==> config.mk <==
export PLATFORM = sky130hd
export DESIGN_NAME = pb_reg_bank
export DESIGN_NICKNAME = d
export VERILOG_FILES = /design/src/rtl/pb_pkg.sv /design/src/rtl/pb_clr_seq.sv /design/src/rtl/pb_reg_bank.sv
export SDC_FILE = /design/constraint.sdc
export NUM_CORES = 1
export LEC_CHECK = 0
export CAP_MARGIN = 20
export CELL_PAD_IN_SITES_DETAIL_PLACEMENT = 0
export CELL_PAD_IN_SITES_GLOBAL_PLACEMENT = 1
export CORE_MARGIN = 2
export CORE_UTILIZATION = 45
export DETAILED_ROUTE_END_ITERATION = 6
export PLACE_DENSITY = 0.74
export SLEW_MARGIN = 10
export SYNTH_ARGS = -nofsm -noshare
export SYNTH_HDL_FRONTEND = slang
export SYNTH_SLANG_ARGS = --single-unit
==> constraint.sdc <==
create_clock -name clk -period 17.18 [get_ports clk]
set_clock_uncertainty 0.15 [all_clocks]
set_input_delay 2.577 -clock clk [delete_from_list [all_inputs] [get_ports clk]]
set_output_delay 2.577 -clock clk [all_outputs]
set_load 0.05 [all_outputs]
==> src/rtl/pb_pkg.sv <==
// Shared constants and types for the PicoBlaze 16-bit datapath register bank.
// Holds the default geometry, the clear-sequencer state encoding and a clog2 helper.
package pb_pkg;

  localparam int PB_WIDTH = 16;
  localparam int PB_REGS  = 16;

  typedef enum logic {
    ST_IDLE  = 1'b0,
    ST_CLEAR = 1'b1
  } clr_state_e;

  function automatic int clog2(input int value);
    int r;
    r = 0;
    for (int i = 0; i < 32; i++) begin
      if ((1 << r) < value) r = r + 1;
    end
    return r;
  endfunction

endpackage

==> src/rtl/pb_clr_seq.sv <==
// Bulk-clear sequencer: walks a flat index over every register of every bank, one per cycle.
// The current FSM state is exported for observation alongside the busy flag.
module pb_clr_seq
  import pb_pkg::*;
#(
  parameter int ENTRIES = 32,
  parameter int CW      = 5
) (
  input  logic          clk,
  input  logic          reset,
  input  logic          clr_req,
  output logic          clr_busy,
  output logic          clr_we,
  output logic [CW-1:0] clr_idx,
  output clr_state_e    state
);

  localparam logic [CW-1:0] LAST_IDX = CW'(ENTRIES - 1);

  always_ff @(posedge clk or posedge reset) begin
    if (reset) begin
      state    <= ST_IDLE;
      clr_busy <= 1'b0;
      clr_idx  <= '0;
    end else begin
      case (state)
        ST_IDLE: begin
          if (clr_req) begin
            state    <= ST_CLEAR;
            clr_busy <= 1'b1;
            clr_idx  <= '0;
          end
        end
        ST_CLEAR: begin
          // The last entry is zeroed on the same edge that returns to IDLE.
          clr_idx <= clr_idx + CW'(1);
          if (clr_idx == LAST_IDX) begin
            state    <= ST_IDLE;
            clr_busy <= 1'b0;
          end
        end
        default: begin
          state    <= ST_IDLE;
          clr_busy <= 1'b0;
        end
      endcase
    end
  end

  assign clr_we = clr_busy;

endmodule

==> src/rtl/pb_reg_bank.sv <==
// Banked register file for the 16-bit PicoBlaze datapath: one write port, two
// combinational read ports with optional write bypass, a bank select and a bulk clear.
module pb_reg_bank
  import pb_pkg::*;
#(
  parameter  int WIDTH   = PB_WIDTH,
  parameter  int DEPTH   = PB_REGS,
  parameter  int NBANKS  = 2,
  parameter  int BYPASS  = 1,
  localparam int AW      = clog2(DEPTH),
  localparam int BW      = (NBANKS > 1) ? clog2(NBANKS) : 1
) (
  input  logic             clk,
  input  logic             reset,
  input  logic             we,
  input  logic [AW-1:0]    waddr,
  input  logic [WIDTH-1:0] wdata,
  input  logic [AW-1:0]    raddr_x,
  input  logic [AW-1:0]    raddr_y,
  output logic [WIDTH-1:0] rdata_x,
  output logic [WIDTH-1:0] rdata_y,
  input  logic             bank_ld,
  input  logic [BW-1:0]    bank_d,
  output logic [BW-1:0]    bank,
  input  logic             clr_req,
  output logic             clr_busy
);

  localparam int CW      = (NBANKS > 1) ? AW + BW : AW;
  localparam int ENTRIES = DEPTH * NBANKS;

  // Handshake: clr_req is a level sampled only while the sequencer is idle.
  // While clr_busy is high the clear engine owns storage: we, bank_ld and clr_req are dropped.
  logic             clr_we;
  logic [CW-1:0]    clr_idx;
  clr_state_e       clr_state;
  logic [CW-1:0]    widx;
  logic [CW-1:0]    xidx;
  logic [CW-1:0]    yidx;
  logic             wr_live;
  logic [WIDTH-1:0] mem [ENTRIES];

  pb_clr_seq #(
    .ENTRIES (ENTRIES),
    .CW      (CW)
  ) u_clr_seq (
    .clk      (clk),
    .reset    (reset),
    .clr_req  (clr_req),
    .clr_busy (clr_busy),
    .clr_we   (clr_we),
    .clr_idx  (clr_idx),
    .state    (clr_state)
  );

  generate
    if (NBANKS > 1) begin : g_banked
      always_ff @(posedge clk or posedge reset) begin
        if (reset) begin
          bank <= '0;
        end else if (bank_ld && clr_state == ST_IDLE) begin
          bank <= bank_d;
        end
      end
      assign widx = {bank, waddr};
      assign xidx = {bank, raddr_x};
      assign yidx = {bank, raddr_y};
    end else begin : g_single
      assign bank = '0;
      assign widx = waddr;
      assign xidx = raddr_x;
      assign yidx = raddr_y;
    end
  endgenerate

  always_ff @(posedge clk or posedge reset) begin
    if (reset) begin
      for (int i = 0; i < ENTRIES; i++) begin
        mem[i] <= '0;
      end
    end else if (clr_we) begin
      mem[clr_idx] <= '0;
    end else if (we) begin
      mem[widx] <= wdata;
    end
  end

  assign wr_live = we && !clr_busy;

  always_comb begin
    rdata_x = mem[xidx];
    rdata_y = mem[yidx];
    if (BYPASS != 0 && wr_live) begin
      if (waddr == raddr_x) rdata_x = wdata;
      if (waddr == raddr_y) rdata_y = wdata;
    end
  end

endmodule

==> results of run 1 <==
per-stage QoR:
step	cells	hold slack (ns)
CTS	2848	0.3682
global placement	2740	0.3438
global route	2849	0.3790
detailed placement	2741	0.3467
floorplan	2044	0.3270
finish	2849	0.3644
routing by layer:
metal	wire (um)	GRT usage [%]	part of all wire, %
met2	45600	48.56	46
met4	6374	18.51	6.4
met5	27	0	0.027
met1	37340	41.92	37
met3	10470	7.603	10
flip-flops by register name, indices dropped and copies added, names as in the netlist:
name                flops
mem                   512
u_clr_seq.clr_idx       5
bank                    1
u_clr_seq.clr_busy      1
u_clr_seq.state         1
synth_stat cells (all sizes together):
cell type / n
dfrtp: 520
a22o: 519
mux4: 217
buf: 125
clkbuf: 122
mux2i: 102
nor2: 56
a221oi: 52
a22oi: 39
a21oi: 38
nand2: 36
o22ai: 26
nand3: 25
o21ai: 21
a31oi: 20
inv: 13
a21o: 12
nand2b: 12
o311ai: 12
and2: 11
and3: 9
nor2b: 8
xor2: 7
or3: 6
ha: 5
or4: 5
and4: 3
mux2: 3
nand3b: 3
nor3: 3
nor3b: 3
a2111oi: 2
xnor2: 2
a31o: 1
and3b: 1
nor4: 1
o211ai: 1
o21bai: 1
o31ai: 1
or3b: 1
logic make-up after synthesis:
family	share of synthesized area, %
AND/OR/NAND/NOR	3.658
flip-flops	47.08
adder cells (fa/ha/maj)	0.2263
buffers and inverters	4.644
AO/OA/AOI/OAI	22.61
XOR/XNOR	0.2852
multiplexers	21.50
area by class of cell:
cell class	instances	area (um2)	share of cell area [%]
Clock buffer	76	1629	5.296
Clock inverter	31	317.8	1.033
Inverter	13	52.55	0.1709
Multi-Input combinational cell	1264	13350	43.42
Sequential cell	520	13010	42.31
Tap cell	782	978.4	3.181
Timing Repair Buffer	163	1414	4.597
worst min path at each step:
| stage | from | endpoint | cells past startpoint |
|---|---|---|---|
| after CTS | mem[268] | mem[268] | 1 |
| after global placement | mem[473] | mem[473] | 1 |
| after floorplan | mem[89] | mem[89] | 1 |
| final | mem[398] | mem[398] | 1 |
| after global routing | mem[112] | mem[112] | 1 |
| after detailed placement | mem[80] | mem[80] | 1 |
power by group through the flow:
stage / clock network (mW) / logic (mW) / registers [mW]
final: 1.28 / 1.87 / 2.24
after global routing: 1.35 / 1.98 / 2.30
after CTS: 1.29 / 1.86 / 2.22
after detailed placement: 0 / 1.85 / 2.23
after global placement: 0 / 1.82 / 2.20
after floorplan: 0 / 1.42 / 2.08
cells in the final DEF, fill, tap and decap left out, types with 24 or more instances in the layout:
cell type        count
a21oi_1             29
a221oi_1            40
a22o_1             519
a22oi_1             39
buf_4               95
clkbuf_16           58
clkdlybuf4s50_1     61
dfrtp_1            520
mux2i_1            102
mux4_2             217
nand2_1             36
nand3_1             24
nor2_1              39
o22ai_1             25
==> impl_metrics.toml, run 1 <==
[min_path]
worstHoldPathType = "reg2reg"

[clocking]
post_cts_resized = 0
clock_latency_ns = 0.63
postCtsHoldBufs = 0
root_buffer = "clkbuf_16"
numCtsBuffers = 57
h-tree-depth = 2
clock_sinks = 520
clk_path_buf_depth = 3
clk_pin_slew_ns = 0.06
post-cts-setup-buffers = 0
tritoncts = "built"

[final_layout]
diodes = 0
fin_util_pct = 50.77
drive_gt1_share_pct = 22.74
n_fill_cell = 5137
area_growth_pct = 11.28
nets = 2058
finalInstanceArea_um2 = 30760

[power]
clkPwrFrac_pct = 23.8
p_comb_share_pct = 34.8
p_int_mw = 3.502
power.density_nw_per_um2 = 175.3
ir_drop_mv = 0.08613
pwr-share-seq_pct = 41.5
p_sw_share_pct = 35.07
finalPower_mw = 5.393
p_leak_nw = 13.59
p_switching_mw = 1.891

[timing]
slew_headroom_pct = 14.56
period_share_pct = 57.28
setup-tns-final_ns = 0
fin_ws_ns = 7.339
maxSlewViolCount = 0
max_freq_ghz = 0.1016
tightestPinTransition_ns = 1.282
period_needed_ns = 9.841
rsz0062_at_grt = "no"
finalSetupViolCount = 0
finalHoldViolCount = 0

[global_routing]
grt_max_degree = 170
grt_pass1_vias = 21700
antenna_found_initial = 2
grt_overflow = 0
grt_pass1_wl_mm = 149.3
grt.total_usage_pct = 31.88

[yosys]
synth_area_um2 = 27640
synthTopCellsByArea = "dfrtp_1 (47%), mux4_2 (18%), a22o_1 (16%)"
yosysTopAreaCellShare_pct = 47.08
yosysSeqAreaShare_pct = 47.08
synth_top_area_cell = "dfrtp_1"
syn-num-nets = 2083
synth_cell_types = 56
ys_ff_latch = 520
synthCells = 2044
avgSynthCellArea_um2 = 13.52
ys_warn_count = 0

[place]
place_area_um2 = 28800
hpwl_mm = 58.23
pre_cts_slack_ns = 7.347
place.gp.congestion = 0.8903
io_buffer_count = 67

[setup_path]
arrival_ns = 7.11
crit_start = "raddr_y[0]"
cp_slowest_stage_delay_ns = 0.89
rr_startpoint = "u_clr_seq.clr_busy"
crit_cells = 9
critPathTopFamily = "buffers and inverters"
path_max_fanout = 71
regToRegSetupSlack_ns = 13.81
critPathSlowestCell = "clkdlybuf4s50_1"
cpMostUsedCell = "buf_4"
critPathLaunchType = "input port"
path_buf_inv = 4
crit_required_ns = 14.45
endpoint = "rdata_y[9]"
crit_type = "in2out"
reg2reg_depth = 6
rr_endpoint = "mem[126]"
path_cells = "buf_8 -> buf_4 -> buf_4 -> mux2i_1 -> a221oi_2 -> a21o_1 -> o311ai_1 -> a31oi_1 -> clkdlybuf4s50_1"
endpoint_kind = "output port"

[route]
dr.pass1.iters = 7
drtIter0Drc = 2757
via_count = 21130
drc_errors = 0
routedWlPerCell_um = 35.03
antenna_left = 0
wl_mm = 99.81
avgViaCountPerCell = 7.416

[die]
dieArea_um2 = 63420
io_pins = 68
fp.coreArea_um2 = 60580
start_util_pct = 45.63
row_count = 90
die_y_um = 251.8
die_x_um = 251.8

[status]
status = "completed"

[job]
max-cap-violations = 0
Power figures use the tool's default switching activity.
==> run 2: changes to the inputs <==
==> constraint.sdc (replaced) <==
create_clock -name clk -period 8.2 [get_ports clk]
set_clock_uncertainty 0.15 [all_clocks]
set_input_delay 1.23 -clock clk [delete_from_list [all_inputs] [get_ports clk]]
set_output_delay 1.23 -clock clk [all_outputs]
set_load 0.05 [all_outputs]
==> run 2 against run 1 <==
Sequential power rose by 110%. Final cell count up 0.21%. Clock-buffer cell count grew 7. Design area rose by 0.53%. Sequential share of layout area fell by 0.22 points. Clock power up 120%. Via count grew 0.35%. First-iteration DRC count is 6.7% higher. Global-route usage is 0.051 points lower. Critical endpoint is now rdata_x[7].
==> impl_metrics.toml, run 2 (synthesized netlist as in run 1, its figures left out) <==
[timing]
slew_headroom_pct = 21.89
fin_ws_ns = 1.508
tightestPinTransition_ns = 1.169
rsz0062_at_grt = "no"
whs_ns = 0.3640
period_needed_ns = 6.692
period_share_pct = 81.61
max_freq_ghz = 0.1494
finalSetupViolCount = 0
finalHoldViolCount = 0
maxSlewViolCount = 0

[die]
row_count = 90
io_pins = 68
fp.coreArea_um2 = 60580
dieArea_um2 = 63420
die_x_um = 251.8
die_y_um = 251.8
start_util_pct = 45.63

[min_path]
holdPathStages = 1
min_from = "mem[424]"
hold_end = "mem[424]"
worstHoldPathType = "reg2reg"

[setup_path]
crit_required_ns = 6.82
critPathSlowestCell = "clkdlybuf4s50_1"
path_max_fanout = 19
endpoint_kind = "output port"
path_cells = "clkdlybuf4s50_1 -> nor2b_1 -> a221oi_1 -> o21ai_0 -> nand3_1 -> a22o_1 -> clkdlybuf4s50_1"
rr_startpoint = "u_clr_seq.clr_busy"
cpMostUsedCell = "clkdlybuf4s50_1"
rr_endpoint = "mem[346]"
critPathLaunchType = "input port"
arrival_ns = 5.31
crit_type = "in2out"
cp_slowest_stage_delay_ns = 1.22
regToRegSetupSlack_ns = 4.57
reg2reg_depth = 6

[power]
p_int_mw = 7.436
p_comb_share_pct = 35.3
p_sw_share_pct = 35.31
ir_drop_mv = 0.2075
p_leak_nw = 13.66
finalPower_mw = 11.49
pwr-share-seq_pct = 40.7
p_switching_mw = 4.058
clkPwrFrac_pct = 24.0
power.density_nw_per_um2 = 371.7

[place]
io_buffer_count = 67
place_inst = 2747
pre_cts_slack_ns = 1.733
place.gp.congestion = 0.9055
hpwl_mm = 61.10

[clocking]
clock_latency_ns = 0.62
clk_pin_slew_ns = 0.05
tritoncts = "built"
h-tree-depth = 2
root_buffer = "clkbuf_16"
post-cts-setup-buffers = 0
postCtsHoldBufs = 0
numCtsBuffers = 57
clk_path_buf_depth = 3
post_cts_resized = 0
clock_sinks = 520

[route]
antenna_left = 0
routedWlPerCell_um = 35.16
via_count = 21200
dr.pass1.iters = 6
avgViaCountPerCell = 7.426
wl_mm = 100.4
drtIter0Drc = 2943
drc_errors = 0

[global_routing]
grt_pass1_wl_mm = 148.1
grt_max_degree = 161
antenna_found_initial = 1
grt.total_usage_pct = 31.83
grt_overflow = 0
grt_pass1_vias = 21370

[final_layout]
top_regs = "mem x512, u_clr_seq.clr_idx x5"
largest_register_ffs = 512
n_fill_cell = 5093
final_common_cell = "dfrtp_1"
fin_cells = 2855
fin_util_pct = 51.04
diodes = 0
drive_gt1_share_pct = 22.91
layout_common_cells = "dfrtp_1 (520), a22o_1 (519), mux4_2 (217)"
nets = 2065
area_growth_pct = 11.86
largest_register = "mem"

[status]
status = "completed"

[job]
max-cap-violations = 0
==> run 2: cell types whose count changed in the layout (fill, tap and decap cells not counted), sizes merged <==
cell      delta
buf          +7
bufinv       +1
clkbuf       +7
clkinv       -9
clkinvlp     +1
inv          -1
==> run 2: power groups by stage <==
stage	clock [mW]	combinational [mW]	sequential, mW
2_1_floorplan	0	2.97	4.36
3_3_place_gp	0	3.94	4.57
3_5_place_dp	0	4.00	4.64
4_1_cts	2.78	4.01	4.63
5_1_grt	2.89	4.25	4.81
6_report	2.76	4.06	4.67
==> run 2: worst max-delay path by stage <==
stage | start | endpoint | slack (ns) | depth (start not counted)
3_5_place_dp | raddr_x[2] | rdata_x[7] | 1.73 | 7
2_1_floorplan | reset | bank | -0.24 | 1
6_report | raddr_x[2] | rdata_x[7] | 1.51 | 7
4_1_cts | raddr_x[2] | rdata_x[7] | 1.72 | 7
5_1_grt | raddr_x[2] | rdata_x[9] | 1.52 | 7
3_3_place_gp | raddr_x[2] | rdata_x[7] | 1.84 | 7
==> run 2: stage by stage <==
stage,setup TNS (ns),area (um2)
floorplan,-127.00,27650
global placement,0,28860
detailed placement,0,28900
CTS,0,30910
global route,0,30920
finish,0,30920
==> run 2: worst max-delay path, delay by kind of cell <==
| kind | cells | cell delay (ns) |
|---|---|---|
| compound gates | 3 | 0.88 |
| buf+inv | 2 | 1.94 |
| simple gates | 2 | 1.24 |
==> run 2: cell type report <==
class / count / area (um2) / share of cell area (%)
clock buffers: 83 / 1727 / 5.584
multi-input cells: 1264 / 13350 / 43.19
inverters: 13 / 52.55 / 0.1700
well taps: 782 / 978.4 / 3.164
clock inverters: 23 / 275.3 / 0.8902
flip-flops and latches: 520 / 13010 / 42.08
repair buffers: 170 / 1521 / 4.920
==> run 2: per-layer routing <==
layer | routed length [um] | track usage, % | vias to the layer above
li1 | - | - | 8264
met1 | 37930 | 42.67 | 11070
met2 | 45230 | 48.03 | 1514
met3 | 10640 | 7.346 | 350
met4 | 6589 | 17.95 | 0
met5 | 0 | 0 | -
